File: src/rtl/cmd_rx_pkg.sv
// Shared types and command codes for the cmd_rx UART command receiver.
package cmd_rx_pkg;

  typedef enum logic [1:0] {
    RX_IDLE  = 2'd0,
    RX_START = 2'd1,
    RX_DATA  = 2'd2,
    RX_STOP  = 2'd3
  } rx_state_t;

  typedef enum logic [1:0] {
    AUTH_OFF  = 2'd0,
    AUTH_PWR1 = 2'd1,
    AUTH_PWR2 = 2'd2
  } auth_state_t;

  localparam logic [7:0] CMD_GO   = 8'h47;
  localparam logic [7:0] CMD_STOP = 8'h53;

endpackage

File: src/rtl/uart_rx_core.sv
// 8N1 UART receiver: RX synchroniser, bit-timing FSM, byte output with one-cycle strobe.
// Stop-bit rejection is built only when CMD_RX_STOP_CHK_EN is defined.
//
// state    | meaning
// RX_IDLE  | line idle, waiting for a falling edge on the synchronised input
// RX_START | timing to mid start bit; a high level there is a glitch
// RX_DATA  | sampling 8 data bits LSB first, one per BAUD_DIV cycles
// RX_STOP  | timing to mid stop bit, then publish the byte
module uart_rx_core
  import cmd_rx_pkg::*;
#(
  parameter int unsigned BAUD_DIV = 5208
) (
  input  logic       clk,
  input  logic       rst,
  input  logic       rx_i,
  output logic [7:0] rx_data_o,
  output logic       rx_rdy_o,
  output logic       frm_err_o
);

  localparam int unsigned   CW        = $clog2(BAUD_DIV + 1);
  localparam logic [CW-1:0] LOAD_FULL = CW'(BAUD_DIV);
  localparam logic [CW-1:0] LOAD_HALF = CW'(BAUD_DIV / 2);
  localparam logic [CW-1:0] CNT_ONE   = CW'(1);

  logic          rx_s1_q, rx_s2_q, rx_prev_q;
  rx_state_t     state_q, state_d;
  logic [CW-1:0] cnt_q, cnt_d;
  logic [3:0]    bit_q, bit_d;
  logic [7:0]    shift_q, shift_d;
  logic [7:0]    data_q, data_d;
  logic          rdy_q, rdy_d;
  logic          tc;

`ifdef CMD_RX_STOP_CHK_EN
  logic          err_q, err_d;
`endif

  // Down-counter reaching 1 marks the sample point, so a load of N spans N cycles.
  assign tc = (cnt_q == CNT_ONE);

  always_comb begin
    state_d = state_q;
    cnt_d   = cnt_q;
    bit_d   = bit_q;
    shift_d = shift_q;
    data_d  = data_q;
    rdy_d   = 1'b0;
`ifdef CMD_RX_STOP_CHK_EN
    err_d   = 1'b0;
`endif
    case (state_q)
      RX_IDLE: begin
        if (rx_prev_q && !rx_s2_q) begin
          state_d = RX_START;
          cnt_d   = LOAD_HALF;
        end
      end
      RX_START: begin
        if (tc) begin
          if (!rx_s2_q) begin
            state_d = RX_DATA;
            cnt_d   = LOAD_FULL;
            bit_d   = 4'd0;
          end else begin
            state_d = RX_IDLE;
            cnt_d   = '0;
          end
        end else begin
          cnt_d = cnt_q - CNT_ONE;
        end
      end
      RX_DATA: begin
        if (tc) begin
          shift_d = {rx_s2_q, shift_q[7:1]};
          bit_d   = bit_q + 4'd1;
          cnt_d   = LOAD_FULL;
          if (bit_q == 4'd7) state_d = RX_STOP;
        end else begin
          cnt_d = cnt_q - CNT_ONE;
        end
      end
      RX_STOP: begin
        if (tc) begin
          state_d = RX_IDLE;
          cnt_d   = '0;
          bit_d   = 4'd0;
`ifdef CMD_RX_STOP_CHK_EN
          if (rx_s2_q) begin
            data_d = shift_q;
            rdy_d  = 1'b1;
          end else begin
            err_d  = 1'b1;
          end
`else
          data_d = shift_q;
          rdy_d  = 1'b1;
`endif
        end else begin
          cnt_d = cnt_q - CNT_ONE;
        end
      end
      default: begin
        state_d = RX_IDLE;
        cnt_d   = '0;
      end
    endcase
  end

  always_ff @(posedge clk) begin
    if (rst) begin
      rx_s1_q   <= 1'b1;
      rx_s2_q   <= 1'b1;
      rx_prev_q <= 1'b1;
      state_q   <= RX_IDLE;
      cnt_q     <= '0;
      bit_q     <= 4'd0;
      shift_q   <= 8'h00;
      data_q    <= 8'h00;
      rdy_q     <= 1'b0;
    end else begin
      rx_s1_q   <= rx_i;
      rx_s2_q   <= rx_s1_q;
      rx_prev_q <= rx_s2_q;
      state_q   <= state_d;
      cnt_q     <= cnt_d;
      bit_q     <= bit_d;
      shift_q   <= shift_d;
      data_q    <= data_d;
      rdy_q     <= rdy_d;
    end
  end

`ifdef CMD_RX_STOP_CHK_EN
  always_ff @(posedge clk) begin
    if (rst) err_q <= 1'b0;
    else     err_q <= err_d;
  end
  assign frm_err_o = err_q;
`else
  assign frm_err_o = 1'b0;
`endif

  assign rx_data_o = data_q;
  assign rx_rdy_o  = rdy_q;

endmodule

File: src/rtl/cmd_rx.sv
// UART command receiver: 'G' then 'S' sequence gates the balance-controller power-up.
// Optional stop-bit rejection in the receive core via CMD_RX_STOP_CHK_EN.
//
// state     | meaning
// AUTH_OFF  | power off, waiting for 'G'
// AUTH_PWR1 | 'G' seen, power on, waiting for 'S'
// AUTH_PWR2 | running with rider; rider_off drops power
module cmd_rx
  import cmd_rx_pkg::*;
#(
  parameter int unsigned BAUD_DIV = 5208
) (
  input  logic       clk,
  input  logic       rst,
  input  logic       RX,
  input  logic       rider_off,
  output logic [7:0] rx_data,
  output logic       rx_rdy,
  output logic       frm_err,
  output logic       pwr_up
);

  auth_state_t auth_q, auth_d;
  logic        pwr_up_q;

  uart_rx_core #(
    .BAUD_DIV (BAUD_DIV)
  ) u_core (
    .clk       (clk),
    .rst       (rst),
    .rx_i      (RX),
    .rx_data_o (rx_data),
    .rx_rdy_o  (rx_rdy),
    .frm_err_o (frm_err)
  );

  always_comb begin
    auth_d = auth_q;
    case (auth_q)
      AUTH_OFF: begin
        if (rx_rdy && rx_data == CMD_GO) auth_d = AUTH_PWR1;
      end
      AUTH_PWR1: begin
        if (rx_rdy && rx_data == CMD_STOP) auth_d = rider_off ? AUTH_OFF : AUTH_PWR2;
      end
      AUTH_PWR2: begin
        // A fresh 'G' outranks a simultaneous rider_off.
        if (rx_rdy && rx_data == CMD_GO) auth_d = AUTH_PWR1;
        else if (rider_off)              auth_d = AUTH_OFF;
      end
      default: auth_d = AUTH_OFF;
    endcase
  end

  // pwr_up registers the next state so it moves one cycle after the event.
  always_ff @(posedge clk) begin
    if (rst) begin
      auth_q   <= AUTH_OFF;
      pwr_up_q <= 1'b0;
    end else begin
      auth_q   <= auth_d;
      pwr_up_q <= (auth_d != AUTH_OFF);
    end
  end

  assign pwr_up = pwr_up_q;

endmodule

File: config.mk
export PLATFORM = sky130hd
export DESIGN_NAME = cmd_rx
export DESIGN_NICKNAME = d
export VERILOG_FILES = /design/src/rtl/cmd_rx_pkg.sv /design/src/rtl/uart_rx_core.sv /design/src/rtl/cmd_rx.sv
export SDC_FILE = /design/constraint.sdc
export NUM_CORES = 1
export LEC_CHECK = 0
export CAP_MARGIN = 10
export CORE_ASPECT_RATIO = 1.2
export CORE_UTILIZATION = 55
export CTS_BUF_LIST = sky130_fd_sc_hd__clkbuf_4 sky130_fd_sc_hd__clkbuf_8
export DETAILED_ROUTE_END_ITERATION = 10
export PLACE_DENSITY = 0.76
export SLEW_MARGIN = 30
export SYNTH_ARGS = -nofsm -noshare
export SYNTH_HDL_FRONTEND = slang
export SYNTH_HIERARCHICAL = 1
export SYNTH_SLANG_ARGS = --single-unit
File: constraint.sdc
create_clock -name clk -period 3.1 [get_ports clk]
set_clock_uncertainty 0.2 [all_clocks]
set_input_delay 0.31 -clock clk [delete_from_list [all_inputs] [get_ports clk]]
set_output_delay 0.31 -clock clk [all_outputs]
set_load 0.01 [all_outputs]
==> impl_metrics.ini, run 1 <==
[pwr]
power_frac_seq_pct = 53.0
swShare_pct = 29.0
p_per_area_nw_per_um2 = 484
comb_power_share_pct = 13.8
peakVddDrop_uv = 303
switching_power_mw = 0.316
clkPwrFrac_pct = 33.2
power.total_mw = 1.09
p_leak_nw = 0.736
internal_power_mw = 0.771

[synthesis]
synthTopCellsByCount = dfxtp_1 (42), a21oi_1 (31), nand3_1 (23), o21ai_0 (21), nor2_1 (13)
async_flop_share_pct = 0
synth_cell_types = 49
ys_seq_area_share_pct = 41.3
synth-seq-cells = 42
synth-main-ff-cell = dfxtp_1
synth.most_common_cell = dfxtp_1
synthesis.nets = 255
synth_area_leaders = dfxtp_1 (41%), a21oi_1 (7.6%), nand3_1 (5.6%)
synth-warning-count = 6
netlist.area_leader.share_pct = 41.3
netlist_instances = 248
synth_edf_count = 0
syn_area_per_cell_um2 = 8.22
synth_top_area_cell = dfxtp_1
syn-cell-area_um2 = 2040

[placement]
port_buffers = 13
routabilityCongestion = 0.879
dp_hpwl_mm = 2.99
dp_slack_ns = 0.824

[sta]
holdWs_ns = 0.218
hold_viol_final = 0
worst_slew_margin_rel_pct = 42.2
fin_crit_sh_pct = 75.2
final-setup-viol-count = 0
grt_setup_unrepaired = false
final.setup.worst_slack_ns = 0.767
setup_tns_ns = 0
fmax_ghz = 0.429
period_needed_ns = 2.33
worstMarginPinSlew_ns = 0.856
slew_viol_final = 0

[global_route]
grt_max_degree = 26
grt_pass1_wl_mm = 7.11
globalRouteOverflowTotal = 0
track_usage_pct = 23.6
antenna_found_initial = 0
grt_pass1_vias = 1615

[min_path]
hold_class = register to register
holdPathStages = 1

[worst_setup_path]
crit_chain = inv_1 -> ha_1 -> nor2b_1 -> and4_1 -> a221oi_1 -> a211oi_1
path_class = register to register
arrival_ns = 2.35
rr_worst_depth = 6
cp_max_fo = 23
critPathCaptureType = register
cp-endpoint = u_core/state_q[0]$_SDFFE_PP0P_
crit_start = u_core/cnt_q[1]$_SDFFE_PP0P_
cp.required_ns = 3.12
start_kind = register
slowest_delay_ns = 0.76
slowest_stage = and4_1
r2r_start = u_core/cnt_q[1]$_SDFFE_PP0P_
reg2reg_to = u_core/state_q[0]$_SDFFE_PP0P_
r2r_slack_ns = 0.77

[route]
firstDrtPassIters = 4
via_per_inst = 6.40
drc = 0
vias = 1883
detailedRoute.firstIterationViolations = 94
wl_mm = 4.40
post_drt_wl_per_cell_um = 15.0
ant_nets = 0

[cts]
numCtsBuffers = 5
cts_tree = yes
cts.hold.buffers_added = 0
path_clk_slew_ns = 0.09
post-cts-setup-buffer-count = 0
root_buffer = clkbuf_8
cts.sinks = 42
postCtsResizedCells = 0
htree_levels = 2
clkLatencyLatePin_ns = 0.30
clk_path_buf_depth = 2

[cells_and_area]
fin_util_pct = 65.6
nFillCells = 304
diodes = 0
syn_to_final_growth_pct = 10.3
seq_area_um2 = 841
final_layout_size_suffix_gt1_share_pct = 7.39
multi_input_area_um2 = 1090
fin_nets = 263

[floorplanning]
floorplan.die_area_um2 = 3950
die_w_um = 57.6
initial_core_util_pct = 59.5
io_pins = 15
core-area_um2 = 3420
die_h_um = 68.7
placementRows = 23

[run]
cap_viol_max_count = 0

[status]
status = finished, final reports clean
## worst min-delay path by stage
stage                              start                   endpoint
2_1_floorplan  u_core/rx_s1_q$_SDFF_PP1_  u_core/rx_s2_q$_SDFF_PP1_
4_1_cts        u_core/rx_s1_q$_SDFF_PP1_  u_core/rx_s2_q$_SDFF_PP1_
3_5_place_dp   u_core/rx_s1_q$_SDFF_PP1_  u_core/rx_s2_q$_SDFF_PP1_
3_3_place_gp   u_core/rx_s1_q$_SDFF_PP1_  u_core/rx_s2_q$_SDFF_PP1_
5_1_grt        u_core/rx_s1_q$_SDFF_PP1_  u_core/rx_s2_q$_SDFF_PP1_
6_report       u_core/rx_s1_q$_SDFF_PP1_  u_core/rx_s2_q$_SDFF_PP1_
## power groups by stage
stage / clock network, mW / registers, mW / logic, mW
floorplan: 0 / 0.582 / 0.121
global placement: 0 / 0.588 / 0.146
detailed placement: 0 / 0.589 / 0.146
CTS: 0.365 / 0.576 / 0.147
global route: 0.385 / 0.580 / 0.163
finish: 0.361 / 0.576 / 0.150
## layout by cell type, fill, tap and decap left out, types with 5 or more instances in the layout
| master | n |
|---|---|
| a21oi_1 | 31 |
| clkbuf_8 | 5 |
| clkdlybuf4s50_1 | 13 |
| dfxtp_1 | 42 |
| inv_1 | 8 |
| nand2_1 | 12 |
| nand3_1 | 23 |
| nor2_1 | 13 |
| nor3_1 | 10 |
| o21ai_0 | 21 |
## sequential cells by signal, indices dropped and copies added, names as in the netlist, named ones only
name	cells
u_core/rx_s2_q	1
pwr_up	1
u_core/shift_q	8
u_core/bit_q	4
u_core/rx_s1_q	1
u_core/state_q	1
auth_q	2
u_core/cnt_q	13
u_core/rx_rdy_o	1
u_core/rx_prev_q	1
u_core/rx_data_o	8
## critical path, delay by kind of cell (launching register included)
family,cells,cell delay (ns)
AND/OR/NAND/NOR,2,1.06
AO/OA/AOI/OAI,2,0.40
flip-flops,1,0.34
adder cells (fa/ha/maj),1,0.18
buffers and inverters,1,0.08
## layer usage
metal | vias to the layer above | routed length, um | track usage (%)
met1 | 900 | 2010 | 28.4
met5 | - | 0 | 0
met4 | 0 | 103 | 12.2
met3 | 12 | 164 | 6.34
met2 | 30 | 2120 | 38.7
li1 | 941 | - | -
## per-stage QoR
step / std cells / cell area [um^2]
after floorplan: 248 / 2040
after global routing: 294 / 2250
after CTS: 294 / 2250
final: 294 / 2250
after detailed placement: 286 / 2160
after global placement: 286 / 2160
## logic make-up (layout without fill, tap and decap cells)
family | count (synthesis) | count (layout) | share of synthesized area [%]
DFF | 42 | 42 | 41.3
muxes | 1 | 1 | 0.491
adders and majority gates | 3 | 3 | 1.84
and+or+nand+nor | 103 | 103 | 29.5
buffers and inverters | 23 | 32 | 5.40
other | 1 | 1 | 0.184
AOI/OAI and AO/OA | 75 | 75 | 21.4
## area by class of cell
type                            instances  share of cell area, %
Sequential cell                        42                   37.4
Clock inverter                          3                  0.947
Timing Repair Buffer                   16                   6.79
Tap cell                               37                   2.06
Inverter                                8                   1.34
Multi-Input combinational cell        183                   48.4
Clock buffer                            5                   3.06
Power figures use the tool's default switching activity.
==> run 2: changes to the inputs <==
CORE_UTILIZATION = 54   (was 55)
PLACE_DENSITY = 0.77   (was 0.76)
clock period = 1.95 ns   (was 3.1 ns; I/O delays follow)
==> run 2 against run 1 <==
Final cell count up 12%. Register-to-register slack lost 0.70 ns. Wire length increased by 12%. Count of clock-buffer cells in the layout is 1 higher. Combinational power rose by 110%. Global-route usage increased by 3.3 points. Critical path type unchanged. Highest routed layer unchanged.
==> impl_metrics.ini, run 2 (synthesized netlist as in run 1, its figures left out) <==
[cells_and_area]
final_layout_size_suffix_gt1_share_pct = 15.9
largest_register_ffs = 13
fin_nets = 283
largest-register = u_core/cnt_q
final_cell_mix = dfxtp_1 (40), a21oi_1 (31), nand3_1 (23)
diodes = 0
final_common_cell = dfxtp_1
finalInstanceArea_um2 = 2460
syn_to_final_growth_pct = 20.9

[floorplanning]
die_h_um = 69.3
io_pins = 15
initial_core_util_pct = 56.1
core-area_um2 = 3630
die_w_um = 58.1
placementRows = 24
floorplan.die_area_um2 = 4030

[route]
wl_met1_mm = 2.03
firstDrtPassIters = 6
dr_wl_met3_um = 220
wl_mm = 4.95
via_per_inst = 6.11
detailedRoute.firstIterationViolations = 217
met2_length_mm = 2.56
drc = 0
post_drt_wl_per_cell_um = 15.0
ant_nets = 0
highest_layer = met4
vias = 2011

[worst_setup_path]
start_kind = register
arrival_ns = 1.91
rr_worst_depth = 3
cp_max_fo = 5
slowest_delay_ns = 0.57
path_delay_family = simple AND/OR/NAND/NOR gates
slowest_stage = or4_1
crit_buf_inv = 0
cp_num_cells = 3
crit_chain = or4_1 -> or4_1 -> a31oi_1
r2r_slack_ns = 0.07
cp.required_ns = 1.98
crit_top_cell = or4_1
reg2reg_to = u_core/cnt_q[11]$_SDFFE_PP0P_
path_class = register to register
r2r_start = u_core/cnt_q[9]$_SDFFE_PP0P_
critPathCaptureType = register

[cts]
cts_tree = yes
post-cts-setup-buffer-count = 0
clk_path_buf_depth = 2
path_clk_slew_ns = 0.08
cts.hold.buffers_added = 0
root_buffer = clkbuf_8
numCtsBuffers = 5
htree_levels = 2
cts.sinks = 42
clkLatencyLatePin_ns = 0.30

[pwr]
clkPwrFrac_pct = 32.2
p_leak_nw = 0.851
power.total_mw = 1.82
peakVddDrop_uv = 480
switching_power_mw = 0.510
power_frac_seq_pct = 50.3
comb_power_share_pct = 17.5
p_per_area_nw_per_um2 = 738
internal_power_mw = 1.31
swShare_pct = 28.0

[sta]
slew_viol_final = 0
final-setup-viol-count = 0
fmax_ghz = 0.531
setup_tns_ns = 0
grt_setup_unrepaired = false
fin_crit_sh_pct = 96.6
holdWs_ns = 0.220
period_needed_ns = 1.88
hold_viol_final = 0
final.setup.worst_slack_ns = 0.0671

[min_path]
hold_class = register to register
min_to = u_core/rx_s2_q$_SDFF_PP1_
holdPathStages = 1
hold_path_startpoint = u_core/rx_s1_q$_SDFF_PP1_

[placement]
place_area_um2 = 2340
dp_hpwl_mm = 3.59
port_buffers = 13
dp_slack_ns = -0.00870
routabilityCongestion = 0.985

[status]
status = finished, final reports clean

[run]
cap_viol_max_count = 0

[global_route]
grt_max_degree = 37
antenna_found_initial = 0
track_usage_pct = 26.9
grt_pass1_wl_mm = 8.47
grt_pass1_vias = 1863
globalRouteOverflowTotal = 0
-- run 2: cell types whose count changed in the layout (fill, tap and decap cells not counted), sizes merged --
cell    before  now
clkbuf       5    6
buf          3   23
clkinv       2    1
-- run 2: power by group through the flow --
stage / Sequential, mW / Clock (mW) / Combinational, mW
4_1_cts: 0.912 / 0.598 / 0.306
2_1_floorplan: 0.926 / 0 / 0.193
5_1_grt: 0.921 / 0.637 / 0.344
6_report: 0.916 / 0.587 / 0.318
3_5_place_dp: 0.932 / 0 / 0.298
3_3_place_gp: 0.931 / 0 / 0.302
-- run 2: through the flow --
stage          util, %  std cells
2_1_floorplan        -        248
5_1_grt           67.8        329
4_1_cts           67.4        329
6_report          67.8        329
3_5_place_dp      64.5        321
3_3_place_gp      64.5        321
-- run 2: how the worst max path moves through the flow --
stage,start,endpoint,slack [ns]
6_report,u_core/cnt_q[9]$_SDFFE_PP0P_,u_core/cnt_q[11]$_SDFFE_PP0P_,0.07
5_1_grt,u_core/cnt_q[1]$_SDFFE_PP0P_,u_core/rx_data_o[5]$_SDFFE_PP0P_,0.001
4_1_cts,u_core/cnt_q[1]$_SDFFE_PP0P_,u_core/cnt_q[8]$_SDFFE_PP0P_,0.02
3_5_place_dp,u_core/cnt_q[0]$_SDFFE_PP0P_,u_core/cnt_q[12]$_SDFFE_PP0P_,-0.009
3_3_place_gp,u_core/cnt_q[0]$_SDFFE_PP0P_,u_core/cnt_q[10]$_SDFFE_PP0P_,0.07
2_1_floorplan,u_core/cnt_q[1]$_SDFFE_PP0P_,u_core/cnt_q[8]$_SDFFE_PP0P_,0.02
-- run 2: what timing repair did --
action | CTS | global route
resized for setup | 2 | 5
setup endpoints to repair | 1 | 20
hold endpoints to repair | 0 | 0
gates cloned | 0 | 0
-- run 2: layout make-up --
type	count	area (um^2)
clock inverters	2	12.5
repair buffers	36	315
multi-input cells	183	1120
well taps	52	65.1
flip-flops and latches	42	843
clock buffers	6	82.6
inverters	8	30.0
fillers	314	1170
-- run 2: worst reg2reg max path, stage by stage (launching register included) --
cell	delay, ns
dfxtp_1	0.37
or4_1	0.57
or4_1	0.51
a31oi_1	0.17
-- run 2: layer usage --
metal,vias up,global-route usage (%)
li1,975,-
met1,946,31.9
met5,-,0
met4,0,8.20
met2,72,47.6
met3,18,5.22
